--- config.mk ---
export PLATFORM = sky130hd
export DESIGN_NAME = hazard_ctrl
export DESIGN_NICKNAME = d
export VERILOG_FILES = /design/src/rtl/hazard_pkg.sv /design/src/rtl/fwd_sel.sv /design/src/rtl/hazard_ctrl.sv
export SDC_FILE = /design/constraint.sdc
export NUM_CORES = 1
export LEC_CHECK = 0
export ABC_AREA = 1
export ABC_CLOCK_PERIOD_IN_PS = 1900
export CAP_MARGIN = 20
export CORE_ASPECT_RATIO = 0.8
export CORE_MARGIN = 10
export CORE_UTILIZATION = 47
export CTS_BUF_LIST = sky130_fd_sc_hd__clkbuf_4 sky130_fd_sc_hd__clkbuf_8
export DETAILED_ROUTE_END_ITERATION = 6
export PLACE_DENSITY = 0.8
export SYNTH_ARGS = -nofsm -noshare
export SYNTH_HDL_FRONTEND = slang
export SYNTH_SLANG_ARGS = --single-unit
--- constraint.sdc ---
create_clock -name clk -period 1.9 [get_ports clk]
set_input_delay 0.475 -clock clk [delete_from_list [all_inputs] [get_ports clk]]
set_output_delay 0.475 -clock clk [all_outputs]
set_load 0.03 [all_outputs]
--- src/rtl/hazard_pkg.sv ---
// Shared encodings for the pipeline hazard controller.
// No logic; forwarding selects and the multicycle FSM state type.
// Imported by fwd_sel and hazard_ctrl.
package hazard_pkg;

    localparam logic [1:0] FWD_RF = 2'b00;
    localparam logic [1:0] FWD_M  = 2'b10;
    localparam logic [1:0] FWD_W  = 2'b01;

    typedef enum logic {
        RUN     = 1'b0,
        MC_WAIT = 1'b1
    } hz_state_t;

endpackage

--- src/rtl/fwd_sel.sv ---
// Operand bypass select for one execute-stage source register.
// Latency: combinational.
// Backpressure: none; the caller gates the result during reset.
module fwd_sel
    import hazard_pkg::*;
#(
    parameter int REG_AW = 5
) (
    input  logic [REG_AW-1:0] rs,
    input  logic [REG_AW-1:0] rd_m,
    input  logic              reg_write_m,
    input  logic [REG_AW-1:0] rd_w,
    input  logic              reg_write_w,
    output logic [1:0]        fwd
);

    // x0 is hardwired to zero, so a write to it must never be bypassed.
    always_comb begin
        fwd = FWD_RF;
        if (reg_write_m && (rd_m != '0) && (rd_m == rs)) begin
            fwd = FWD_M;
        end else if (reg_write_w && (rd_w != '0) && (rd_w == rs)) begin
            fwd = FWD_W;
        end
    end

endmodule

--- src/rtl/hazard_ctrl.sv ---
// Pipeline hazard unit: bypass selects, load-use/branch/multicycle stalls and flushes.
// Latency: stall/flush/fwd combinational; mc_err and counters registered.
// Backpressure: mem_busy freezes every stage and holds the FSM and watchdog.
module hazard_ctrl
    import hazard_pkg::*;
#(
    parameter int REG_AW = 5,
    parameter int MC_MAX = 64,
    parameter int CNT_W  = 32
) (
    input  logic              clk,
    input  logic              rst,
    input  logic [REG_AW-1:0] rs1_d,
    input  logic [REG_AW-1:0] rs2_d,
    input  logic [REG_AW-1:0] rs1_e,
    input  logic [REG_AW-1:0] rs2_e,
    input  logic [REG_AW-1:0] rd_e,
    input  logic              reg_write_e,
    input  logic              mem_read_e,
    input  logic [REG_AW-1:0] rd_m,
    input  logic              reg_write_m,
    input  logic [REG_AW-1:0] rd_w,
    input  logic              reg_write_w,
    input  logic              pc_src_e,
    input  logic              mc_start_e,
    input  logic              mc_done,
    input  logic              mem_busy,
    output logic [1:0]        fwd_a_e,
    output logic [1:0]        fwd_b_e,
    output logic              stall_f,
    output logic              stall_d,
    output logic              stall_e,
    output logic              stall_m,
    output logic              flush_d,
    output logic              flush_e,
    output logic              flush_m,
    output logic              mc_err,
    output logic [CNT_W-1:0]  stall_cnt,
    output logic [CNT_W-1:0]  flush_cnt
);

    localparam int                WD_W    = (MC_MAX > 2) ? $clog2(MC_MAX) : 1;
    localparam logic [WD_W-1:0]   WD_LAST = WD_W'(MC_MAX - 1);
    localparam logic [WD_W-1:0]   WD_ONE  = WD_W'(1);
    localparam logic [CNT_W-1:0]  CNT_ONE = CNT_W'(1);

    hz_state_t        state;
    logic [WD_W-1:0]  wd;
    logic [WD_W-1:0]  wd_inc;
    logic [1:0]       fwd_a_raw;
    logic [1:0]       fwd_b_raw;
    logic             load_use;
    logic             mc_hold;

    fwd_sel #(.REG_AW(REG_AW)) u_fwd_a (
        .rs          (rs1_e),
        .rd_m        (rd_m),
        .reg_write_m (reg_write_m),
        .rd_w        (rd_w),
        .reg_write_w (reg_write_w),
        .fwd         (fwd_a_raw)
    );

    fwd_sel #(.REG_AW(REG_AW)) u_fwd_b (
        .rs          (rs2_e),
        .rd_m        (rd_m),
        .reg_write_m (reg_write_m),
        .rd_w        (rd_w),
        .reg_write_w (reg_write_w),
        .fwd         (fwd_b_raw)
    );

    assign fwd_a_e  = rst ? FWD_RF : fwd_a_raw;
    assign fwd_b_e  = rst ? FWD_RF : fwd_b_raw;
    assign wd_inc   = wd + WD_ONE;
    assign load_use = mem_read_e && (rd_e != '0) && ((rd_e == rs1_d) || (rd_e == rs2_d));
    // The issue cycle already holds execute unless the result is ready at once.
    assign mc_hold  = (state == RUN) ? (mc_start_e && !mc_done) : !mc_done;

    always_comb begin
        stall_f = 1'b0;
        stall_d = 1'b0;
        stall_e = 1'b0;
        stall_m = 1'b0;
        flush_d = 1'b0;
        flush_e = 1'b0;
        flush_m = 1'b0;
        if (rst) begin
            stall_f = 1'b0;
        end else if (mem_busy) begin
            stall_f = 1'b1;
            stall_d = 1'b1;
            stall_e = 1'b1;
            stall_m = 1'b1;
        end else if (mc_hold) begin
            stall_f = 1'b1;
            stall_d = 1'b1;
            stall_e = 1'b1;
            flush_m = 1'b1;
        end else if (pc_src_e) begin
            flush_d = 1'b1;
            flush_e = 1'b1;
        end else if (load_use) begin
            stall_f = 1'b1;
            stall_d = 1'b1;
            flush_e = 1'b1;
        end
    end

    always_ff @(posedge clk) begin
        if (rst) begin
            state     <= RUN;
            wd        <= '0;
            mc_err    <= 1'b0;
            stall_cnt <= '0;
            flush_cnt <= '0;
        end else begin
            mc_err <= 1'b0;
            if (!mem_busy) begin
                case (state)
                    RUN: begin
                        if (mc_start_e && !mc_done) begin
                            state <= MC_WAIT;
                            wd    <= '0;
                        end
                    end
                    MC_WAIT: begin
                        if (mc_done) begin
                            state <= RUN;
                        end else if (wd_inc == WD_LAST) begin
                            state  <= RUN;
                            mc_err <= 1'b1;
                        end else begin
                            wd <= wd_inc;
                        end
                    end
                    default: state <= RUN;
                endcase
            end
            if (stall_f && (stall_cnt != '1)) stall_cnt <= stall_cnt + CNT_ONE;
            if (flush_d && (flush_cnt != '1)) flush_cnt <= flush_cnt + CNT_ONE;
        end
    end

    logic unused_ok;
    assign unused_ok = reg_write_e;

endmodule
=== Word level (Yosys, flattened, before mapping) ===
Index checks and enable logic that the tools add are counted.

* Flip-flop bits (word level): 72
* Output and inout port bits: 76
* Logic and storage cells: 76

* Add/sub/neg operators: 3
* Equality and inequality tests: 12
* Muxes and demuxes: 36
* Bitwise operators: 2
* Reductions and logical operators: 18

{| class="wikitable"
|+ Operators by type and width
! kind !! number
|-
| $add 32x1->32 const B || 2
|-
| $ne 32x32->1 const B || 2
|-
| $eq 5x5->1 || 6
|-
| $mux 1 || 27
|-
| $mux 6 || 3
|-
| $reduce_bool 5->1 || 3
|-
| $pmux 6 s2 || 1
|-
| $logic_and 1x1->1 || 11
|-
| $mux 2 || 4
|-
| $add 6x1->6 const B || 1
|-
| $eq 6x6->1 const B || 1
|-
| $ne 2x2->1 const B || 2
|-
| $reduce_and 4->1 || 1
|-
| $reduce_or 4->1 || 1
|-
| $ne 2x1->1 const B || 1
|-
| $not 1->1 || 2
|-
| $pmux 1 s2 || 1
|-
| $logic_not 1->1 || 1
|-
| $logic_or 1x1->1 || 1
|}

=== Depth between registers and ports, before layout ===
Gate-level depths: netlist of run 1.

* Depth after elaboration: 9
* Gate-level depth with buffers: 13
* Mapped depth without buffers: 12

=== Modules after synthesis ===
Synthesis of run 1 repeated with hierarchy kept, for this count alone.

* Cell total of the unflattened synthesis: 880
* Area total of the unflattened synthesis: 5134.9 sq um

{| class="wikitable"
|+ Modules (own cells, without submodules)
! module !! times used !! cells each !! area each (sq um) !! seq. area each (sq um)
|-
| hazard_ctrl || 1 || 780 || 4707.0 || 1441.4
|-
| fwd_sel || 2 || 50 || 214.0 || 0.0
|}

=== Worst setup path after synthesis of run 1 ===
Ideal clock, no wire load.

* Path type: in2out
* From: in mc_done
* To: out stall_f
* Arrival: 1.990 ns
* Data required time: 1.425 ns
* Setup slack: -0.565 ns
* Stages on the path: 6
* Path through: o21bai_2 -> a21oi_1 -> inv_1 -> nand2_1 -> buf_2 -> buf_4

* Cells in the longest elaborated chain, start to end: 6

{| class="wikitable"
|+ RTL lines
! what !! line !! RTL
|-
| start: declaration || hazard_ctrl.sv:26 || <nowiki>input logic mc_done,</nowiki>
|-
| $logic_not 1->1 * || hazard_ctrl.sv:78 || <nowiki>assign mc_hold = (state == RUN) ? (mc_start_e && !mc_done) : !mc_done;</nowiki>
|-
| $logic_and 1x1->1 || hazard_ctrl.sv:78 ||
|-
| $mux 1 * || hazard_ctrl.sv:78 ||
|-
| $mux 1 * (3 in a row) || - ||
|-
| end: declaration || hazard_ctrl.sv:30 || <nowiki>output logic stall_f,</nowiki>
|}

Every way passes the cells marked *; elsewhere a longest branch is shown, timed or not.

=== Worst setup path after layout of run 1 ===
* From: in rd_m[1]
* To: out fwd_b_e[0]

* Cells in the longest elaborated chain, start to end: 5
* Elaborated cells on any way between the ends: 6
* Classes of those cells: 1 x eq/ne; 2 x mux; 3 x reduce/logical

{| class="wikitable"
|+ RTL lines
! what !! line !! RTL
|-
| start: declaration || hazard_ctrl.sv:20 || <nowiki>input logic [REG_AW-1:0] rd_m,</nowiki>
|-
| $reduce_bool 5->1 || fwd_sel.sv:20 || <nowiki>if (reg_write_m && (rd_m != '0) && (rd_m == rs)) begin</nowiki>
|-
| $logic_and 1x1->1 || fwd_sel.sv:20 ||
|-
| $logic_and 1x1->1 * || fwd_sel.sv:20 ||
|-
| $mux 2 * || fwd_sel.sv:20 ||
|-
| $mux 2 * || hazard_ctrl.sv:74 || <nowiki>assign fwd_b_e = rst ? FWD_RF : fwd_b_raw;</nowiki>
|-
| end: declaration || hazard_ctrl.sv:29 || <nowiki>output logic [1:0] fwd_b_e,</nowiki>
|}

Marks and branches as above.

==> impl_metrics.tcl, run 1 <==
set metrics [dict create \
    hold_viol 0 \
    clkPwrFrac 0.388 \
    num_vias 5835 \
    fin_area_mm2 0.00718 \
    grt_max_degree 51 \
    drive_above_1_share 0.215 \
    worstReg2RegStart "stall_cnt[30]" \
    clkLatencyLatePin_ns 0.37 \
    whs_ns 0.384 \
    crit_buf_inv 3 \
    switching_share 0.270 \
    worstHoldEndpoint "mc_err" \
    rsz0062_at_grt "yes" \
    cp-start-kind "primary input" \
    ys_warn_count 0 \
    power_switching_uw 913 \
    fillers 937 \
    crit_path_start "rd_m[1]" \
    coreArea_mm2 0.0103 \
    met3_length_um 1410 \
    hold_depth 2 \
    synth_top_area_cell "dfxtp_1" \
    fp.dieW_um 135 \
    violations "setup timing" \
    drt_iter0_drc 449 \
    relSlewSlack 0.620 \
    hp-class "in -> reg" \
    start_util 0.483 \
    cap_violations 0 \
    fmaxAchievable_mhz 482 \
    syn_nets 856 \
    grt_overflow 0 \
    seq_area_frac_synth 0.290 \
    dp_hpwl_um 13000 \
    syn_area_per_cell_um2 6.15 \
    wl_per_cell_um 15.2 \
    power_frac_seq 0.453 \
    grt_pass1_vias 5298 \
    slowest_stage "nor4_2" \
    grt_pass1_wl_um 27100 \
    portBuffers 119 \
    synth_flop_cell "dfxtp_1" \
    pre_cts_slack_ns -0.646 \
    r2r-end "stall_cnt[16]" \
    ff2ff_setup_slack_ns 0.10 \
    status "complete, but fails checks" \
    path_cells "buf_4 > xnor2_1 > nand2_1 > nor4_2 > buf_4 > nor3_2 > buf_4" \
    wirelength_um 17200 \
    clk_pin_slew_ns 0.08 \
    routed.top_layer "met4" \
    cts_root_buf "clkbuf_8" \
    placed_area_mm2 0.00672 \
    p_leak_uw 0.00316 \
    setup_slack_ns -0.173 \
    intPower_uw 2470 \
    timing.final.crit_share 1.09 \
    cp_max_fo 3 \
    synth.top_cell.area_share 0.290 \
    vdd_drop_max_mv 0.386 \
    path_class "in -> out" \
    drt-met1-wl_um 8550 \
    skew_ns 0.00873 \
    hold_path.startpoint "mc_done" \
    cts_tree "yes" \
    crit_top_cell "buf_4" \
    crit_family "buffers and inverters" \
    area_growth_pct 44.7 \
    critical_path_arrival_ns 1.60 \
    cts-buffers-inserted 9 \
    fin_nets 1034 \
    cpPeakStageDelay_ns 0.30 \
    synthTopCellsByArea "dfxtp_1, nand2_1, nor2_1" \
    powerDensity_mw_per_mm2 471 \
    period_minus_slack_ns 2.07 \
    rows 33 \
    comb_power_share 0.160 \
    worstPathRequired_ns 1.42 \
    async_reset_ff_frac 0 \
    gp_congestion 0.981 \
    die_height_um 112 \
    fin_tns_setup_ns -0.458 \
    wl_met2_um 7110 \
    finalSetupViolations 4 \
    die-area_mm2 0.0151 \
    synth_edf_count 0 \
    antenna_found_initial 0 \
    setup.worst_path.end_class "output port" \
    syn_area_mm2 0.00496 \
    yosys-top-cells-count "nand2_1, nor2_1, dfxtp_1, inv_1, a21oi_1" \
    htreeDepth 3 \
    ios 121 \
    rr_worst_depth 7 \
    worst_pin_slew_ns 0.569 \
    ant_nets 0 \
    yosys.cell_count.top_type "nand2_1" \
    drc 0 \
    synth_seq_cells 72 \
    viasPerCell 5.16 \
    synthCells 807 \
    slew_viol_final 0 \
    firstDrtPassIters 5 \
    clockBufferDepth 2 \
    clkSinkCount 72 \
    grtUsageTotal 0.214 \
    ys_types 32 \
]
## flip-flops by register name, summed over array words and instances, names as in the netlist
name / cells
mc_err: 1
wd: 6
flush_cnt: 32
stall_cnt: 32
state: 1
## routing by layer
metal  up-vias  GRT usage
met2       231      0.306
li1       2942          -
met1      2644      0.311
met5         -          0
met3        18     0.0588
met4         0     0.0427
## worst register-to-register path: stages, from the launching register on
cell	delay, ns
dfxtp_1	0.44
nand2_1	0.10
nor4_1	0.42
nand3_2	0.22
nand2_2	0.16
buf_12	0.17
nand2_1	0.08
a21oi_1	0.13
## power groups by stage
stage	Sequential [µW]	Clock [µW]	Combinational [µW]
6_report	1530	1310	540
5_1_grt	1530	1390	585
4_1_cts	1530	1330	482
3_5_place_dp	1570	0	465
3_3_place_gp	1570	0	463
2_1_floorplan	1580	0	212
## final cells by class
type / count / area, µm² / share of cell area
well taps: 140 / 175 / 0.0244
diodes: 1 / 2.50 / 0.000349
multi-input cells: 635 / 3350 / 0.466
repair buffers: 191 / 1700 / 0.236
clock inverters: 4 / 51.3 / 0.00715
clock buffers: 12 / 159 / 0.0221
inverters: 76 / 295 / 0.0411
flip-flops and latches: 72 / 1450 / 0.202
## timing repair
item,in CTS,in global routing
resized for setup,246,73
hold buffers,0,0
pin swaps,47,43
setup endpoints to repair,95,57
buffers inserted,4,5
## metrics by stage
stage                     utilization  total power, µW  cells
final                           0.698             3380   1131
after global placement          0.654             2030   1106
after global routing            0.698             3510   1130
after floorplan                     -             1790    807
after CTS                       0.679             3350   1126
after detailed placement        0.654             2030   1106
## layout by cell type, fill, tap and decap left out, types with 3 or more instances in the layout
master | synthesis | final
clkbuf_2 | 0 | 4
nand2_1 | 249 | 238
nand4_1 | 15 | 15
nor2_1 | 108 | 100
dfxtp_1 | 72 | 67
a21oi_1 | 65 | 61
o21ai_0 | 10 | 8
buf_8 | 0 | 5
inv_4 | 0 | 4
ha_1 | 4 | 3
inv_1 | 70 | 61
dfxtp_2 | 0 | 3
nor3_1 | 27 | 23
buf_4 | 6 | 67
clkbuf_8 | 0 | 11
nor4_1 | 5 | 3
buf_6 | 2 | 29
inv_2 | 6 | 11
nand2_2 | 4 | 15
buf_12 | 0 | 4
a21oi_2 | 0 | 3
nand3b_1 | 8 | 8
xnor2_1 | 22 | 18
xor2_1 | 39 | 38
buf_2 | 5 | 9
dlygate4sd2_1 | 0 | 68
xnor2_2 | 0 | 4
nand3_2 | 1 | 4
nor2_4 | 1 | 5
nor3_2 | 1 | 4
nor2_2 | 4 | 8
nand3_1 | 61 | 58
## cells by family after synthesis
group	share of synthesized area
simple gates	0.425
buf+inv	0.0845
compound gates	0.0827
fa+ha+maj	0.0101
flops	0.290
xor+xnor	0.108
## how the worst max path moves through the flow
stage            endpoint  slack, ns  cells after the start
3_5_place_dp   fwd_a_e[0]      -0.65                      8
3_3_place_gp   fwd_a_e[0]      -0.68                      5
6_report       fwd_b_e[0]      -0.17                      7
5_1_grt        fwd_b_e[0]      -0.27                      7
2_1_floorplan  fwd_a_e[0]      -0.21                      6
4_1_cts        fwd_b_e[0]      -0.26                      7
Note: power is estimated with default switching activity, not from simulation.
==> run 2, diff against run 1 <==
--- a/config.mk
+++ b/config.mk
@@ -13,6 +13,7 @@
 export CORE_UTILIZATION = 47
 export CTS_BUF_LIST = sky130_fd_sc_hd__clkbuf_4 sky130_fd_sc_hd__clkbuf_8
 export DETAILED_ROUTE_END_ITERATION = 6
+export GPL_TIMING_DRIVEN = 0
 export PLACE_DENSITY = 0.8
 export SYNTH_ARGS = -nofsm -noshare
 export SYNTH_HDL_FRONTEND = slang
==> constraint.sdc (replaced) <==
create_clock -name clk -period 1.9 [get_ports clk]
set_input_delay 0.475 -clock clk [delete_from_list [all_inputs] [get_ports clk]]
set_output_delay 0.475 -clock clk [all_outputs]
set_load 0.1 [all_outputs]
==> impl_metrics.tcl, run 2 (same netlist as run 1, synthesis figures left out) <==
set metrics [dict create \
    wl_per_cell_um 16.2 \
    period_minus_slack_ns 2.16 \
    violations "setup timing" \
    seq_area_mm2 0.00153 \
    rows 33 \
    fmaxAchievable_mhz 463 \
    worstPathRequired_ns 1.42 \
    viasPerCell 5.31 \
    coreArea_mm2 0.0103 \
    relSlewSlack 0.612 \
    crit_path_start "rs2_e[1]" \
    cts-buffers-inserted 9 \
    rr_worst_depth 11 \
    die_height_um 112 \
    pre_cts_slack_ns -1.76 \
    cp-start-kind "primary input" \
    setup_slack_ns -0.259 \
    cap_violations 0 \
    ios 121 \
    gp_congestion 0.953 \
    clockBufferDepth 2 \
    place_inst 1066 \
    die-area_mm2 0.0151 \
    grt_overflow 0 \
    finalSetupViolations 7 \
    area_growth_pct 49.2 \
    finalNonFillerCells 1096 \
    r2r-end "stall_cnt[27]" \
    drive_above_1_share 0.326 \
    final_common_cell "nand2_1" \
    grt_use_met1 0.308 \
    grtUsageTotal 0.221 \
    vdd_drop_max_mv 0.375 \
    fp.dieW_um 135 \
    worstReg2RegStart "state" \
    antenna_found_initial 0 \
    clkSinkCount 72 \
    rsz0062_at_grt "yes" \
    setup.worst_path.end_class "output port" \
    skew_ns 0.0144 \
    endpoint "fwd_b_e[0]" \
    path_class "in -> out" \
    intPower_uw 2320 \
    drc 0 \
    met3_usage 0.0584 \
    ant_nets 0 \
    whs_ns 0.387 \
    powerDensity_mw_per_mm2 449 \
    fillers 874 \
    slew_viol_final 0 \
    grt_max_degree 12 \
    dp_hpwl_um 12900 \
    clkPwrFrac 0.342 \
    reg_top3 "flush_cnt (32), stall_cnt (32), wd (6)" \
    cts_tree "yes" \
    htreeDepth 3 \
    worst_pin_slew_ns 0.582 \
    grt.busiest_layer "met2" \
    drt_iter0_drc 522 \
    portBuffers 119 \
    num_vias 5817 \
    comb_power_share 0.196 \
    use_met2 0.329 \
    grt_pass1_vias 5424 \
    multi_input_area_mm2 0.00352 \
    clk_pin_slew_ns 0.08 \
    cts_hold_buf 0 \
    cp_max_fo 2 \
    ff2ff_setup_slack_ns 0.11 \
    critical_path_arrival_ns 1.68 \
    n_antenna_cell 0 \
    fin_nets 1000 \
    firstDrtPassIters 6 \
    wirelength_um 17700 \
    clkLatencyLatePin_ns 0.37 \
    power_switching_uw 1010 \
    final_core_util 0.720 \
    status "complete, but fails checks" \
    power_frac_seq 0.462 \
    start_util 0.483 \
    final_cell_mix "nand2_1, nor2_1, clkdlybuf4s15_2" \
    timing.final.crit_share 1.14 \
    hp-class "in -> reg" \
    switching_share 0.303 \
    cts_root_buf "clkbuf_8" \
    grt_pass1_wl_um 27500 \
    hold_viol 0 \
    p_leak_uw 0.00277 \
]
run 2: changes by cell type in the layout (fill, tap and decap cells not counted), sizes merged, moves of 2 or more:
cell / before / now
clkdlybuf4s15: 3 / 69
dlygate4sd2: 68 / 6
buf: 114 / 70
clkbuf: 16 / 23
clkinv: 1 / 4
clkdlybuf4s50: 2 / 0
run 2: worst min path at each step:
stage / cells past startpoint / start / slack, ns / end
2_1_floorplan: 2 / wd[4] / 0.46 / wd[4]
3_3_place_gp: 1 / flush_cnt[3] / 0.45 / flush_cnt[3]
3_5_place_dp: 1 / flush_cnt[3] / 0.45 / flush_cnt[3]
4_1_cts: 2 / mc_done / 0.41 / mc_err
5_1_grt: 2 / mc_done / 0.43 / mc_err
6_report: 2 / mc_done / 0.39 / mc_err
run 2: per-layer routing:
layer	wire (µm)	part of all wire
met1	7930	0.45
met4	215	0.012
met3	1620	0.092
met5	0	0
met2	7960	0.45
run 2: cell type report:
class,count,share of cell area
clock buffer,12,0.0206
tap,140,0.0237
timing repair buffer,135,0.205
sequential,72,0.207
buffer,22,0.0262
multi-input combinational,635,0.475
inverter,76,0.0392
clock inverter,4,0.00270
run 2: power groups by stage:
| stage | sequential (µW) | clock, µW | combinational, µW |
|---|---|---|---|
| floorplan | 1600 | 0 | 289 |
| detailed placement | 1570 | 0 | 523 |
| global route | 1540 | 1220 | 693 |
| finish | 1540 | 1140 | 651 |
| global placement | 1570 | 0 | 517 |
| CTS | 1530 | 1150 | 571 |
run 2: per-stage QoR:
step	instance area (µm²)	power, µW	TNS [ns]
after floorplan	5210	1890	-6.72
after global placement	6580	2080	-43.89
after detailed placement	6580	2090	-46.14
after CTS	7110	3250	-1.03
after global routing	7400	3450	-2.10
final	7400	3320	-0.912
run 2: what timing repair did:
action	4_1_cts	5_1_grt
setup buffers	12	4
pin swaps	50	43
gates resized for setup	478	89
setup endpoints to repair	127	74
run 2: critical path, stage by stage:
cell and delay [ns]:
buf_6 0.10, xor2_2 0.18, nor4_2 0.33, o211ai_1 0.20, nor3_4 0.19, buf_12 0.20
==> run 3, diff against run 2 <==
--- a/config.mk
+++ b/config.mk
@@ -6,15 +6,15 @@
 export NUM_CORES = 1
 export LEC_CHECK = 0
 export ABC_AREA = 1
-export ABC_CLOCK_PERIOD_IN_PS = 1900
+export ABC_CLOCK_PERIOD_IN_PS = 2400
 export CAP_MARGIN = 20
 export CORE_ASPECT_RATIO = 0.8
 export CORE_MARGIN = 10
-export CORE_UTILIZATION = 47
+export CORE_UTILIZATION = 52
 export CTS_BUF_LIST = sky130_fd_sc_hd__clkbuf_4 sky130_fd_sc_hd__clkbuf_8
 export DETAILED_ROUTE_END_ITERATION = 6
 export GPL_TIMING_DRIVEN = 0
-export PLACE_DENSITY = 0.8
+export PLACE_DENSITY = 0.83
 export SYNTH_ARGS = -nofsm -noshare
 export SYNTH_HDL_FRONTEND = slang
 export SYNTH_SLANG_ARGS = --single-unit
==> constraint.sdc (replaced) <==
create_clock -name clk -period 2.4 [get_ports clk]
set_input_delay 0.6 -clock clk [delete_from_list [all_inputs] [get_ports clk]]
set_output_delay 0.6 -clock clk [all_outputs]
set_load 0.1 [all_outputs]
==> impl_metrics.tcl, run 3 (same netlist as run 1, synthesis figures left out) <==
set metrics [dict create \
    status "completed" \
    hp-class "reg -> reg" \
    clkPwrFrac 0.355 \
    clkSinkCount 72 \
    relSlewSlack 0.324 \
    drc 0 \
    worst_pin_slew_ns 1.02 \
    drive_above_1_share 0.152 \
    reg_top3 "flush_cnt (32), stall_cnt (32), wd (6)" \
    grt_pass1_wl_um 28400 \
    dp_hpwl_um 13700 \
    cts_hold_buf 0 \
    skew_ns 0.00662 \
    drt-met1-wl_um 8080 \
    cap_violations 0 \
    htreeDepth 3 \
    grt_pass1_vias 5621 \
    hold_depth 2 \
    fin_nets 1000 \
    clockBufferDepth 2 \
    period_minus_slack_ns 2.38 \
    viasPerCell 5.62 \
    finalNonFillerCells 1071 \
    cts-buffers-inserted 9 \
    clkLatencyLatePin_ns 0.36 \
    placed_area_mm2 0.00644 \
    coreArea_mm2 0.00919 \
    num_vias 6017 \
    setup.worst_path.end_class "output port" \
    cp-start-kind "primary input" \
    die_height_um 107 \
    worstReg2RegStart "stall_cnt[0]" \
    fmaxAchievable_mhz 421 \
    r2r-end "stall_cnt[28]" \
    routed.top_layer "met4" \
    grtUsageTotal 0.253 \
    hold_viol 0 \
    switching_share 0.316 \
    grt_max_degree 14 \
    die-area_mm2 0.0139 \
    worstHoldEndpoint "stall_cnt[1]" \
    fp.dieW_um 129 \
    power_switching_uw 821 \
    wirelength_um 18300 \
    ios 121 \
    met3_length_um 1940 \
    worstPathRequired_ns 1.80 \
    path_class "in -> out" \
    wl_per_cell_um 17.1 \
    ant_nets 0 \
    timing.final.crit_share 0.990 \
    fin_area_mm2 0.00674 \
    hold_path.startpoint "stall_cnt[1]" \
    clk_pin_slew_ns 0.08 \
    area_growth_pct 35.7 \
    start_util 0.540 \
    powerDensity_mw_per_mm2 385 \
    slew_viol_final 0 \
    cts_tree "yes" \
    grt_overflow 0 \
    cts_root_buf "clkbuf_8" \
    final_cell_mix "nand2_1, nor2_1, dlygate4sd2_1" \
    firstDrtPassIters 6 \
    vdd_drop_max_mv 0.306 \
    gp_congestion 0.987 \
    final_common_cell "nand2_1" \
    intPower_uw 1770 \
    rows 31 \
    finalPower_uw 2590 \
    rr_worst_depth 9 \
    power_frac_seq 0.469 \
    critical_path_arrival_ns 1.78 \
    ff2ff_setup_slack_ns 0.14 \
    drt_iter0_drc 724 \
    comb_power_share 0.176 \
    finalSetupViolations 0 \
    wl_met2_um 8070 \
    p_leak_uw 0.00290 \
    place_inst 1041 \
    n_antenna_cell 0 \
    portBuffers 119 \
    antenna_found_initial 0 \
    cp_max_fo 3 \
]
## run 3: changes by cell type in the layout (fill, tap and decap cells not counted), sizes merged
cell	previous run	this run
clkinvlp	0	2
clkdlybuf4s15	69	6
clkbuf	23	29
dlygate4sd2	6	76
clkinv	4	3
clkdlybuf4s50	0	2
inv	76	77
buf	70	53
## run 3: what timing repair did
action,CTS,global route
endpoints found under the setup margin,76,11
pin swaps,30,24
cloned,1,0
resized for setup,255,48
buffers inserted,8,6
## run 3: critical path, cell delays in order
cell	delay [ns]
buf_2	0.14
xnor2_1	0.28
nand2_1	0.14
nor4_4	0.20
inv_1	0.12
nor2_4	0.11
buf_12	0.18
## run 3: how the worst max path moves through the flow
| stage | startpoint | to | cells past startpoint |
|---|---|---|---|
| after CTS | rd_w[3] | fwd_a_e[0] | 8 |
| after global placement | rd_w[1] | fwd_a_e[0] | 5 |
| final | rd_m[2] | fwd_b_e[1] | 7 |
| after detailed placement | rd_w[0] | fwd_a_e[0] | 5 |
| after floorplan | mc_done | stall_f | 6 |
| after global routing | rd_m[2] | fwd_b_e[1] | 7 |
## run 3: power by group through the flow
stage                     Sequential [µW]  Clock, µW  Combinational [µW]
after global routing                 1220        979                 481
after detailed placement             1240          0                 413
after global placement               1240          0                 400
after floorplan                      1270          0                 227
after CTS                            1220        923                 424
final                                1220        921                 456
## run 3: routing by layer
metal,up-vias,track usage
met4,0,0.0648
met3,28,0.0773
met1,2813,0.336
met2,306,0.390
met5,-,0
li1,2870,-
## run 3: cell type report
type / instances / area (µm²)
multi-input cells: 635 / 3350
fillers: 776 / 2460
flip-flops and latches: 72 / 1450
repair buffers: 134 / 1170
inverters: 76 / 288
plain buffers: 23 / 156
well taps: 115 / 144
clock buffers: 10 / 138
clock inverters: 6 / 42.5
## run 3: per-stage QoR
| step | utilization | hold WS (ns) | setup TNS [ns] | setup WS [ns] |
|---|---|---|---|---|
| 2_1_floorplan | - | 0.455 | -0.753 | -0.192 |
| 5_1_grt | 0.733 | 0.519 | -0.0441 | -0.0225 |
| 3_3_place_gp | 0.700 | 0.469 | -15.88 | -1.48 |
| 6_report | 0.733 | 0.498 | 0 | 0.0240 |
| 3_5_place_dp | 0.700 | 0.486 | -18.47 | -1.54 |
| 4_1_cts | 0.727 | 0.499 | -0.0839 | -0.0663 |
